### src/rtl/nsdp_error_capture.sv
// First-error capture, packet counters and Ethernet activity timer for the NSDP checker.
// Every output is a flop so the register-reporting slave can sample it at any time.
module nsdp_error_capture #(
    parameter int unsigned ACT_TIMEOUT = 250000000
) (
    input  logic         clk,
    input  logic         reset,
    input  logic         clear,
    input  logic         clear_counters,
    input  logic         eth_beat,
    input  logic         pkt_done,
    input  logic         pkt_malformed,
    input  logic         chk_valid,
    input  logic [31:0]  chk_error,
    input  logic [511:0] chk_data,
    input  logic [31:0]  chk_exp_fdata,
    input  logic [63:0]  chk_exp_taddr,
    input  logic [31:0]  chk_exp_fc,
    input  logic [15:0]  chk_exp_seq,
    output logic         run_status,
    output logic [31:0]  error,
    output logic [511:0] error_data,
    output logic [31:0]  expected_fdata,
    output logic [63:0]  expected_taddr,
    output logic [31:0]  expected_fc,
    output logic [15:0]  expected_seq,
    output logic [63:0]  packets_rcvd,
    output logic [63:0]  malformed_packets,
    output logic         eth_active
);

    localparam logic [31:0] ACT_LOAD = 32'(ACT_TIMEOUT);

    typedef enum logic [0:0] {
        ARMED   = 1'b0,
        TRIPPED = 1'b1
    } state_t;

    state_t      state_q, state_d;
    logic        capture;
    logic [31:0] timer_q, timer_d;

    // ---------------------------------------------------------------
    // Capture FSM
    // ---------------------------------------------------------------
    always_ff @(posedge clk) begin
        if (reset) state_q <= ARMED;
        else       state_q <= state_d;
    end

    // A failing beat coincident with clear is dropped: clear always wins.
    always_comb begin
        state_d = state_q;
        capture = 1'b0;
        case (state_q)
            ARMED: begin
                if (chk_valid && (chk_error != 32'd0) && !clear) begin
                    capture = 1'b1;
                    state_d = TRIPPED;
                end
            end
            TRIPPED: state_d = TRIPPED;
            default: state_d = ARMED;
        endcase
        if (clear) state_d = ARMED;
    end

    always_ff @(posedge clk) begin
        if (reset || clear) begin
            run_status     <= 1'b1;
            error          <= '0;
            error_data     <= '0;
            expected_fdata <= '0;
            expected_taddr <= '0;
            expected_fc    <= '0;
            expected_seq   <= '0;
        end else if (capture) begin
            run_status     <= 1'b0;
            error          <= chk_error;
            error_data     <= chk_data;
            expected_fdata <= chk_exp_fdata;
            expected_taddr <= chk_exp_taddr;
            expected_fc    <= chk_exp_fc;
            expected_seq   <= chk_exp_seq;
        end
    end

    // ---------------------------------------------------------------
    // Packet counters (count in both states, wrap naturally)
    // ---------------------------------------------------------------
    always_ff @(posedge clk) begin
        if (reset || clear_counters) begin
            packets_rcvd      <= '0;
            malformed_packets <= '0;
        end else begin
            if (pkt_done)      packets_rcvd      <= packets_rcvd + 64'd1;
            if (pkt_malformed) malformed_packets <= malformed_packets + 64'd1;
        end
    end

    // ---------------------------------------------------------------
    // Activity timer; eth_active tracks the next timer value so it
    // rises the edge after a beat and falls as the timer reaches 0.
    // ---------------------------------------------------------------
    always_comb begin
        timer_d = timer_q;
        if (eth_beat)              timer_d = ACT_LOAD;
        else if (timer_q != 32'd0) timer_d = timer_q - 32'd1;
    end

    always_ff @(posedge clk) begin
        if (reset) begin
            timer_q    <= '0;
            eth_active <= 1'b0;
        end else begin
            timer_q    <= timer_d;
            eth_active <= (timer_d != 32'd0);
        end
    end

endmodule

### config.mk
export PLATFORM = sky130hd
export DESIGN_NAME = nsdp_error_capture
export DESIGN_NICKNAME = d
export VERILOG_FILES = /design/src/rtl/nsdp_error_capture.sv
export SDC_FILE = /design/constraint.sdc
export NUM_CORES = 1
export LEC_CHECK = 0
export ABC_AREA = 0
export CAP_MARGIN = 20
export CORE_AREA = 2 2 588 590
export DETAILED_ROUTE_END_ITERATION = 8
export DIE_AREA = 0 0 590 592
export GPL_ROUTABILITY_DRIVEN = 0
export PLACE_DENSITY = 0.33
export SLEW_MARGIN = 20
export SYNTH_ARGS = -nofsm -noshare
export SYNTH_HDL_FRONTEND = slang
export SYNTH_SLANG_ARGS = --single-unit
### constraint.sdc
create_clock -name clk -period 2.5 [get_ports clk]
set_input_delay 0.375 -clock clk [delete_from_list [all_inputs] [get_ports clk]]
set_output_delay 0.375 -clock clk [all_outputs]
set_load 0.05 [all_outputs]
==> results of run 1 <==
[what timing repair did]
| item | in CTS | in global routing |
|---|---|---|
| setup endpoints to repair | 325 | 10 |
| setup buffers | 0 | 4 |
| hold buffers | 196 | 0 |
| hold endpoints to repair | 196 | 0 |
| gates resized for setup | 328 | 15 |
| pin swaps | 1 | 2 |
[metal layers]
metal	track usage (%)	share of wire, %	vias up
met4	5.29	3.8	40
met3	7.90	12	384
met1	15.6	37	16700
met2	25.0	47	1455
met5	0	0.10	-
li1	-	-	16400
[placed cells by master (no fill, tap or decap), drive strengths merged, types with 22 or more instances in the layout]
| cell | count |
|---|---|
| buf | 664 |
| dlygate4sd3 | 196 |
| clkbuf | 168 |
| dlygate4sd2 | 317 |
| clkinv | 25 |
| nand4 | 33 |
| nand2 | 1450 |
| dfxtp | 851 |
| or3 | 27 |
| xor2 | 92 |
| clkdlybuf4s50 | 846 |
| nand3 | 43 |
| xnor2 | 40 |
| nor4 | 25 |
| o21ai | 22 |
| nor2 | 172 |
| a21oi | 719 |
[cell type report]
type / count / area share, %
clock buffers: 168 / 5.90
clock inverters: 41 / 0.895
flip-flops and latches: 851 / 29.3
inverters: 11 / 0.0710
diodes: 13 / 0.0559
repair buffers: 2025 / 32.2
multi-input cells: 2726 / 21.8
well taps: 4557 / 9.81
[worst max-delay path by stage]
stage          cells past startpoint  slack (ns)                           end
6_report                          10       -0.14         eth_active$_SDFF_PP0_
5_1_grt                           10       -0.25         eth_active$_SDFF_PP0_
4_1_cts                            8       -0.15         eth_active$_SDFF_PP0_
3_5_place_dp                      11       -0.54  error_data[211]$_SDFFE_PP0P_
3_3_place_gp                      11       -0.56  error_data[201]$_SDFFE_PP0P_
2_1_floorplan                      9       -0.11         eth_active$_SDFF_PP0_
[through the flow]
stage               worst slack [ns]  hold WS, ns  util, %  std cells  setup TNS [ns]
global placement              -0.559        0.442     15.3       9970         -290.23
global route                  -0.249       0.0402     17.0      10400          -0.268
floorplan                     -0.107        0.436        -       3848          -0.107
finish                        -0.140       0.0926     17.0      10400          -0.140
CTS                           -0.150     0.000827     16.9      10400          -0.150
detailed placement            -0.540        0.446     15.3       9970         -303.13
[logic make-up after synthesis]
family	synth area share, %
compound gates	12.5
xor+xnor	3.78
fa+ha+maj	0.164
buf+inv	3.36
flops	55.7
mux	0.0655
simple gates	24.4
[critical path, cell delays in order (launching register included)]
cell	delay (ns)
dfxtp_2	0.31
or4_4	0.52
or4_4	0.48
nor3_4	0.15
and2_4	0.20
buf_4	0.12
nor3_1	0.06
xor2_1	0.15
nor4b_1	0.27
buf_4	0.16
a41oi_1	0.08
[state kept, by name, indices dropped and copies added (netlist names)]
name               flops
error_data           512
expected_taddr        64
malformed_packets     64
packets_rcvd          64
error                 32
expected_fc           32
expected_fdata        32
timer_q               32
expected_seq          16
eth_active             1
run_status             1
state_q                1
[power groups by stage]
stage / Clock, mW / Sequential [mW] / Combinational (mW)
floorplan: 0 / 15.6 / 1.25
detailed placement: 0 / 14.5 / 5.97
global route: 18.8 / 14.3 / 6.48
finish: 17.6 / 14.2 / 6.10
CTS: 18.4 / 14.2 / 6.22
global placement: 0 / 14.5 / 5.99
==> flow_summary.yaml, run 1 <==
synth:
  yosys-top-cells-count: "nand2_1 (1450), dfxtp_1 (851), a21oi_1 (719), clkbuf_1 (256), nor2_1 (171)"
  synth_seq_area_share_pct: 55.7
  ys.flop_type: "dfxtp_1"
  synthDistinctLibCells: 45
  synthArstFlopShare_pct: 0
  ys_ff_latch: 851
  ys_top_cells_by_area: "dfxtp_1 (56%), nand2_1 (18%), a21oi_1 (12%), clkbuf_1 (3.1%), xor2_1 (2.6%)"
  synthMostInstantiatedCell: "nand2_1"
  yosysTopAreaCellShare_pct: 55.7
  yosys.area.top_type: "dfxtp_1"
  postSynthCellCount: 3848
  ys_warn_count: 0
  syn-num-nets: 4548
  avgSynthCellArea_sq_um: 7.94
  synth.cell_area_sq_um: 30600
  synth_edf_count: 0
placement:
  port_buffers: 1513
  placed_cell_area_sq_um: 52400
  dp_hpwl_um: 232000
routing:
  dr.pass1.iters: 7
  drc: 0
  routedWlPerCell_um: 26.1
  antenna_left: 0
  drt_iter0_markers: 2101
  routed_wl_um: 271000
  vias_per_cell: 3.36
  num_vias: 34900
cts:
  clk_pin_slew_ns: 0.06
  numCtsBuffers: 118
  clock-sinks: 851
  cts_root_buf: "clkbuf_16"
  cts_tree: "built"
  cts_buffer_depth: 4
  insertion_delay_ns: 0.86
  cts-htree-levels: 3
pwr:
  combPwrFrac_pct: 16.1
  p_switching_mw: 11.2
  p_leak_nw: 22.6
  pwr-share-seq_pct: 37.5
  switching_share_pct: 29.5
  p_int_mw: 26.8
  power.density_nw_per_um2: 652
  total_power_mw: 37.9
  power_frac_clock_pct: 46.4
  ir_worst_vdd_mv: 0.498
timing:
  slew_headroom_pct: 48.1
  setup_slack_ns: -0.140
  setup_viol_count_final: 1
  finalHoldViolCount: 0
  period_share_pct: 106
  worst_pin_slew_ns: 0.782
  rsz0062_at_grt: "true"
  finalCriticalPeriod_ns: 2.64
  slew_violations: 0
  fmax_ghz: 0.379
  clock_skew_ns: 0.0425
floorplanning:
  core_region_area_sq_um: 342000
  start_util_pct: 8.93
  die_x_um: 590
  die-height_um: 592
  dieArea_sq_um: 349000
  rows: 215
  io_pins: 1514
run_status:
  outcome: "finished with violations"
  failed_checks: "negative setup slack"
worst_hold_path:
  hp-start: "chk_data[250]"
  min_to: "error_data[250]$_SDFFE_PP0P_"
  hold_path_depth: 3
  hold_path.class: "in2reg"
global_routing:
  grt_antenna_before_repair: 96
  grt_max_degree: 71
  grt_pass1_wl_um: 345000
  grt_pass1_vias: 34800
  overflow: 0
  grt_usage_pct: 14.8
layout:
  stdcell_area_sq_um: 58100
  multiInputGateArea_sq_um: 12700
  drive_above_1_share_pct: 15.6
  seq_area_sq_um: 17100
  nFillCells: 38900
  nNetsFinal: 6433
  syn_to_final_growth_pct: 90.2
setup_path:
  critical_path_peak_fanout: 5
  crit_type: "reg2reg"
  end_kind: "register"
  rrSetupSlack_ns: -0.14
  critPathLaunchType: "register"
  critPathLaunch: "timer_q[26]$_SDFF_PP0_"
  r2r_end: "eth_active$_SDFF_PP0_"
  arrival_ns: 3.32
  reg2reg_from: "timer_q[26]$_SDFF_PP0_"
  worstPathRequired_ns: 3.18
  r2r_cells: 10
flow_run:
  cap_violations: 0
Power figures use the tool's default switching activity.
==> run 2, diff against run 1 <==
Settings changed: CAP_MARGIN 20 to default, CORE_AREA 2 2 588 590 to 2 2 593 595, DIE_AREA 0 0 590 592 to 0 0 595 597, DONT_BUFFER_PORTS from default to 1, PLACE_DENSITY 0.33 to 0.3.
==> flow_summary.yaml, run 2 (same netlist as run 1, synthesis figures left out) <==
floorplanning:
  rows: 217
  die-height_um: 597
  io_pins: 1514
  core_region_area_sq_um: 349000
  die_x_um: 595
  start_util_pct: 8.77
  dieArea_sq_um: 355000
global_routing:
  grt_max_degree: 143
  grt_pass1_wl_um: 301000
  grt_antenna_before_repair: 93
  grt_pass1_vias: 31100
  overflow: 0
  grt_usage_pct: 12.6
timing:
  setup_viol_count_final: 1
  rsz0062_at_grt: "true"
  finalHoldViolCount: 11
  fmax_ghz: 0.373
  holdWs_ns: -0.360
  slew_violations: 0
  slew_headroom_pct: 32.9
  finalCriticalPeriod_ns: 2.68
  period_share_pct: 107
  clock_skew_ns: 0.0406
  worst_pin_slew_ns: 1.00
  setup_slack_ns: -0.181
pwr:
  ir_worst_vdd_mv: 0.509
  p_leak_nw: 17.7
  power.density_nw_per_um2: 723
cts:
  ctsHoldBuffers: 699
  clk_pin_slew_ns: 0.06
  cts_buffer_depth: 4
  numCtsBuffers: 111
  cts-htree-levels: 3
  insertion_delay_ns: 0.82
  clock-sinks: 851
  cts_root_buf: "clkbuf_16"
  cts_tree: "built"
flow_run:
  cap_violations: 0
layout:
  syn_to_final_growth_pct: 64.2
  final_cell_mix: "nand2_1 (1449), dfxtp_1 (828), a21oi_1 (717), dlygate4sd3_1 (698), buf_4 (407)"
  final_common_cell: "nand2_1"
  regMostFlops: "error_data"
  final_util_pct: 14.4
  instances_no_fill: 9568
  largest_register_ff_count: 512
  drive_above_1_share_pct: 13.9
  nNetsFinal: 5545
routing:
  antenna_left: 0
  num_vias: 31800
  routed_wl_um: 236000
  drc: 0
  routedWlPerCell_um: 24.7
  vias_per_cell: 3.33
  drt_iter0_markers: 2432
  dr.pass1.iters: 6
worst_hold_path:
  hold_path_depth: 1
  hold_path.class: "in2reg"
  min_to: "timer_q[29]$_SDFF_PP0_"
  hp-start: "eth_beat"
setup_path:
  r2r_end: "eth_active$_SDFF_PP0_"
  crit_type: "reg2reg"
  rrSetupSlack_ns: -0.18
  crit_slowest_cell: "or4_4"
  r2r_cells: 10
  critical_path_peak_fanout: 4
  reg2reg_from: "timer_q[26]$_SDFF_PP0_"
  arrival_ns: 3.37
  crit_path_frequent_cell: "or4_4"
  end_kind: "register"
  worstPathRequired_ns: 3.19
  critPathLaunchType: "register"
  max_stage_delay_ns: 0.53
  crit_chain: "or4_4, or4_4, nor3_4, buf_6, nor4_1, xnor2_1, nor2_1, nor4b_2, buf_4, a41oi_1"
placement:
  port_buffers: 0
  dp_hpwl_um: 199000
  dpl.cell_count: 8626
run_status:
  outcome: "finished with violations"
  failed_checks: "negative hold slack, negative setup slack"
## run 2: changes by cell type in the layout (fill, tap and decap cells not counted), moves of 5 or more
cell,before,now
clkdlybuf4s50_1,846,0
dlygate4sd3_1,196,698
dlygate4sd2_1,317,0
buf_4,625,407
diode_2,13,41
clkbuf_16,118,111
clkbuf_1,21,16
## run 2: critical path, delay by kind of cell (launching register included)
family | cells | cell delay [ns]
AO/OA/AOI/OAI | 1 | 0.11
AND/OR/NAND/NOR | 6 | 1.64
flip-flops | 1 | 0.32
buffers and inverters | 2 | 0.31
XOR/XNOR | 1 | 0.19
## run 2: how the worst max path moves through the flow
stage	startpoint	end	slack [ns]
floorplan	timer_q[26]$_SDFF_PP0_	eth_active$_SDFF_PP0_	-0.11
global placement	timer_q[26]$_SDFF_PP0_	eth_active$_SDFF_PP0_	-0.41
detailed placement	timer_q[26]$_SDFF_PP0_	eth_active$_SDFF_PP0_	-0.29
CTS	timer_q[26]$_SDFF_PP0_	eth_active$_SDFF_PP0_	-0.24
global route	timer_q[26]$_SDFF_PP0_	eth_active$_SDFF_PP0_	-0.29
finish	timer_q[26]$_SDFF_PP0_	eth_active$_SDFF_PP0_	-0.18
## run 2: routing by layer
| metal | up-vias | share of wire, % | GRT usage (%) |
|---|---|---|---|
| li1 | 14600 | - | - |
| met1 | 15100 | 35 | 12.9 |
| met2 | 1644 | 46 | 20.8 |
| met3 | 445 | 14 | 7.23 |
| met4 | 16 | 4.9 | 5.69 |
| met5 | - | 0.047 | 0 |
## run 2: cell type report
type	count	area, sq um
Inverter	11	41.3
Multi-Input combinational cell	2726	12700
Sequential cell	851	17100
Tap cell	4599	5750
Clock buffer	154	3210
Fill cell	39700	298000
Antenna cell	41	103
Timing Repair Buffer	1144	10800
Clock inverter	42	557
## run 2: metrics by stage
step	hold slack [ns]	TNS, ns	total power, mW	setup slack (ns)	area, sq um
final	-0.360	-0.181	36.3	-0.181	50200
after detailed placement	0.453	-0.544	18.6	-0.295	39100
after CTS	-0.487	-0.239	37.0	-0.239	49900
after global routing	-0.431	-0.544	37.7	-0.293	50200
after floorplan	0.436	-0.107	16.9	-0.107	30600
after global placement	0.454	-0.680	18.6	-0.415	39100
## run 2: power breakdown
group / internal [mW] / switching (mW) / leakage [nW] / total [mW]
combinational: 1.55 / 2.36 / 8.90 / 3.91
clock: 10.1 / 6.90 / 1.87 / 17.0
sequential: 13.9 / 1.49 / 6.93 / 15.4
## run 2: repair_timing
action                     4_1_cts  5_1_grt
setup endpoints to repair        6       29
setup buffers                    1        7
pin swaps                        2        7
hold endpoints to repair       737       11
cloned                           0        0
resized for setup                4       30
==> run 3, diff against run 2 <==
Settings changed: CAP_MARGIN from default to 20, PLACE_DENSITY 0.3 to default, PLACE_DENSITY_LB_ADDON from default to 0.2.
==> flow_summary.yaml, run 3 (same netlist as run 1, synthesis figures left out) <==
run_status:
  outcome: "finished with violations"
  failed_checks: "negative hold slack, negative setup slack"
layout:
  syn_to_final_growth_pct: 66.1
  largest_register_ff_count: 512
  drive_above_1_share_pct: 14.5
  final_common_cell: "nand2_1"
  regMostFlops: "error_data"
  final_cell_mix: "nand2_1 (1449), dfxtp_1 (830), a21oi_1 (714), dlygate4sd3_1 (696), buf_4 (410)"
  instances_no_fill: 9581
  nFillCells: 39800
  nNetsFinal: 5561
floorplanning:
  dieArea_sq_um: 355000
  die-height_um: 597
  die_x_um: 595
  io_pins: 1514
  rows: 217
  core_region_area_sq_um: 349000
  start_util_pct: 8.77
placement:
  dpl.cell_count: 8639
  port_buffers: 0
  dp_hpwl_um: 208000
global_routing:
  overflow: 0
  grt_usage_pct: 13.3
  grt_pass1_vias: 31300
  grt_pass1_wl_um: 315000
  grt_antenna_before_repair: 106
  grt_max_degree: 123
pwr:
  power_frac_clock_pct: 48.6
  p_switching_mw: 11.1
  switching_share_pct: 29.6
  p_leak_nw: 17.9
  total_power_mw: 37.7
  power.density_nw_per_um2: 742
  pwr-share-seq_pct: 41.2
  p_int_mw: 26.6
  combPwrFrac_pct: 10.1
  ir_worst_vdd_mv: 0.513
worst_hold_path:
  hold_path_depth: 1
  hold_path.class: "in2reg"
timing:
  worst_pin_slew_ns: 1.04
  slew_headroom_pct: 30.6
  rsz0062_at_grt: "true"
  fmax_ghz: 0.361
  slew_violations: 0
  holdWs_ns: -0.418
  setup_viol_count_final: 3
  period_share_pct: 111
  clock_skew_ns: 0.0707
  fin_setup_tns_ns: -0.297
  setup_slack_ns: -0.271
  finalCriticalPeriod_ns: 2.77
  finalHoldViolCount: 11
setup_path:
  crit_type: "reg2reg"
  critical_path_peak_fanout: 3
  r2r_cells: 9
  end_kind: "register"
  critPathLaunchType: "register"
  arrival_ns: 3.51
  worstPathRequired_ns: 3.24
routing:
  drt_iter0_markers: 2078
  antenna_left: 0
  routed_wl_um: 247000
  drc: 0
  routedWlPerCell_um: 25.8
  dr.pass1.iters: 6
  vias_per_cell: 3.31
  num_vias: 31800
cts:
  cts_root_buf: "clkbuf_16"
  cts-htree-levels: 3
  cts_tree: "built"
  insertion_delay_ns: 0.87
  clk_pin_slew_ns: 0.06
  numCtsBuffers: 119
  cts_buffer_depth: 4
  ctsHoldBuffers: 697
  clock-sinks: 851
flow_run:
  cap_violations: 0
==> run 3: per-layer routing <==
metal	GRT usage (%)	vias to the layer above	part of all wire (%)
li1	-	14600	-
met5	0	-	0.028
met2	21.7	1589	45
met3	7.06	445	13
met4	6.71	10	6.0
met1	13.8	15100	36
==> run 3: worst max-delay path, cell delays in order, from the launching register on <==
cell,delay (ns)
dfxtp_2,0.32
or4_4,0.55
or4_4,0.47
buf_4,0.16
nor2_4,0.13
a21oi_4,0.09
xor2_2,0.20
a2111oi_4,0.36
and4_1,0.25
a41oi_1,0.10
==> run 3: per-stage QoR <==
stage | area (sq um) | util, % | worst slack (ns) | hold slack (ns)
after floorplan | 30600 | - | -0.107 | 0.436
after global placement | 39300 | 11.3 | -2.24 | 0.449
after detailed placement | 39300 | 11.3 | -0.790 | 0.450
after CTS | 50600 | 14.5 | -0.254 | -0.540
after global routing | 50700 | 14.6 | -0.334 | -0.497
final | 50800 | 14.6 | -0.271 | -0.418
==> run 3: timing repair <==
item	in CTS	in global routing
endpoints found under the setup margin	4	17
endpoints found under the hold margin	734	11
pin swaps	9	9
resized for setup	14	29
setup buffers	0	3
==> run 3: path summary, 6_finish.rpt <==
kind                                 from                      endpoint  slack [ns]
min reg2reg  expected_seq[8]$_SDFFE_PP0P_  expected_seq[8]$_SDFFE_PP0P_        0.46
max reg2reg        timer_q[26]$_SDFF_PP0_         eth_active$_SDFF_PP0_       -0.27
min                              eth_beat        timer_q[24]$_SDFF_PP0_       -0.42
max                timer_q[26]$_SDFF_PP0_         eth_active$_SDFF_PP0_       -0.27
==> run 3: power groups by stage <==
stage	registers (mW)	logic (mW)	clock network (mW)
detailed placement	15.9	2.75	0
CTS	15.6	3.88	19.1
finish	15.5	3.82	18.3
floorplan	15.6	1.25	0
global route	15.6	4.13	19.5
global placement	15.9	2.73	0
==> run 3: area by class of cell <==
class,instances,area [sq um],share of cell area [%]
sequential,851,17100,33.6
multi-input combinational,2726,12800,25.1
timing repair buffer,1152,10900,21.5
tap,4599,5750,11.3
clock buffer,165,3400,6.70
clock inverter,49,746,1.47
antenna,28,70.1,0.138
inverter,11,41.3,0.0813
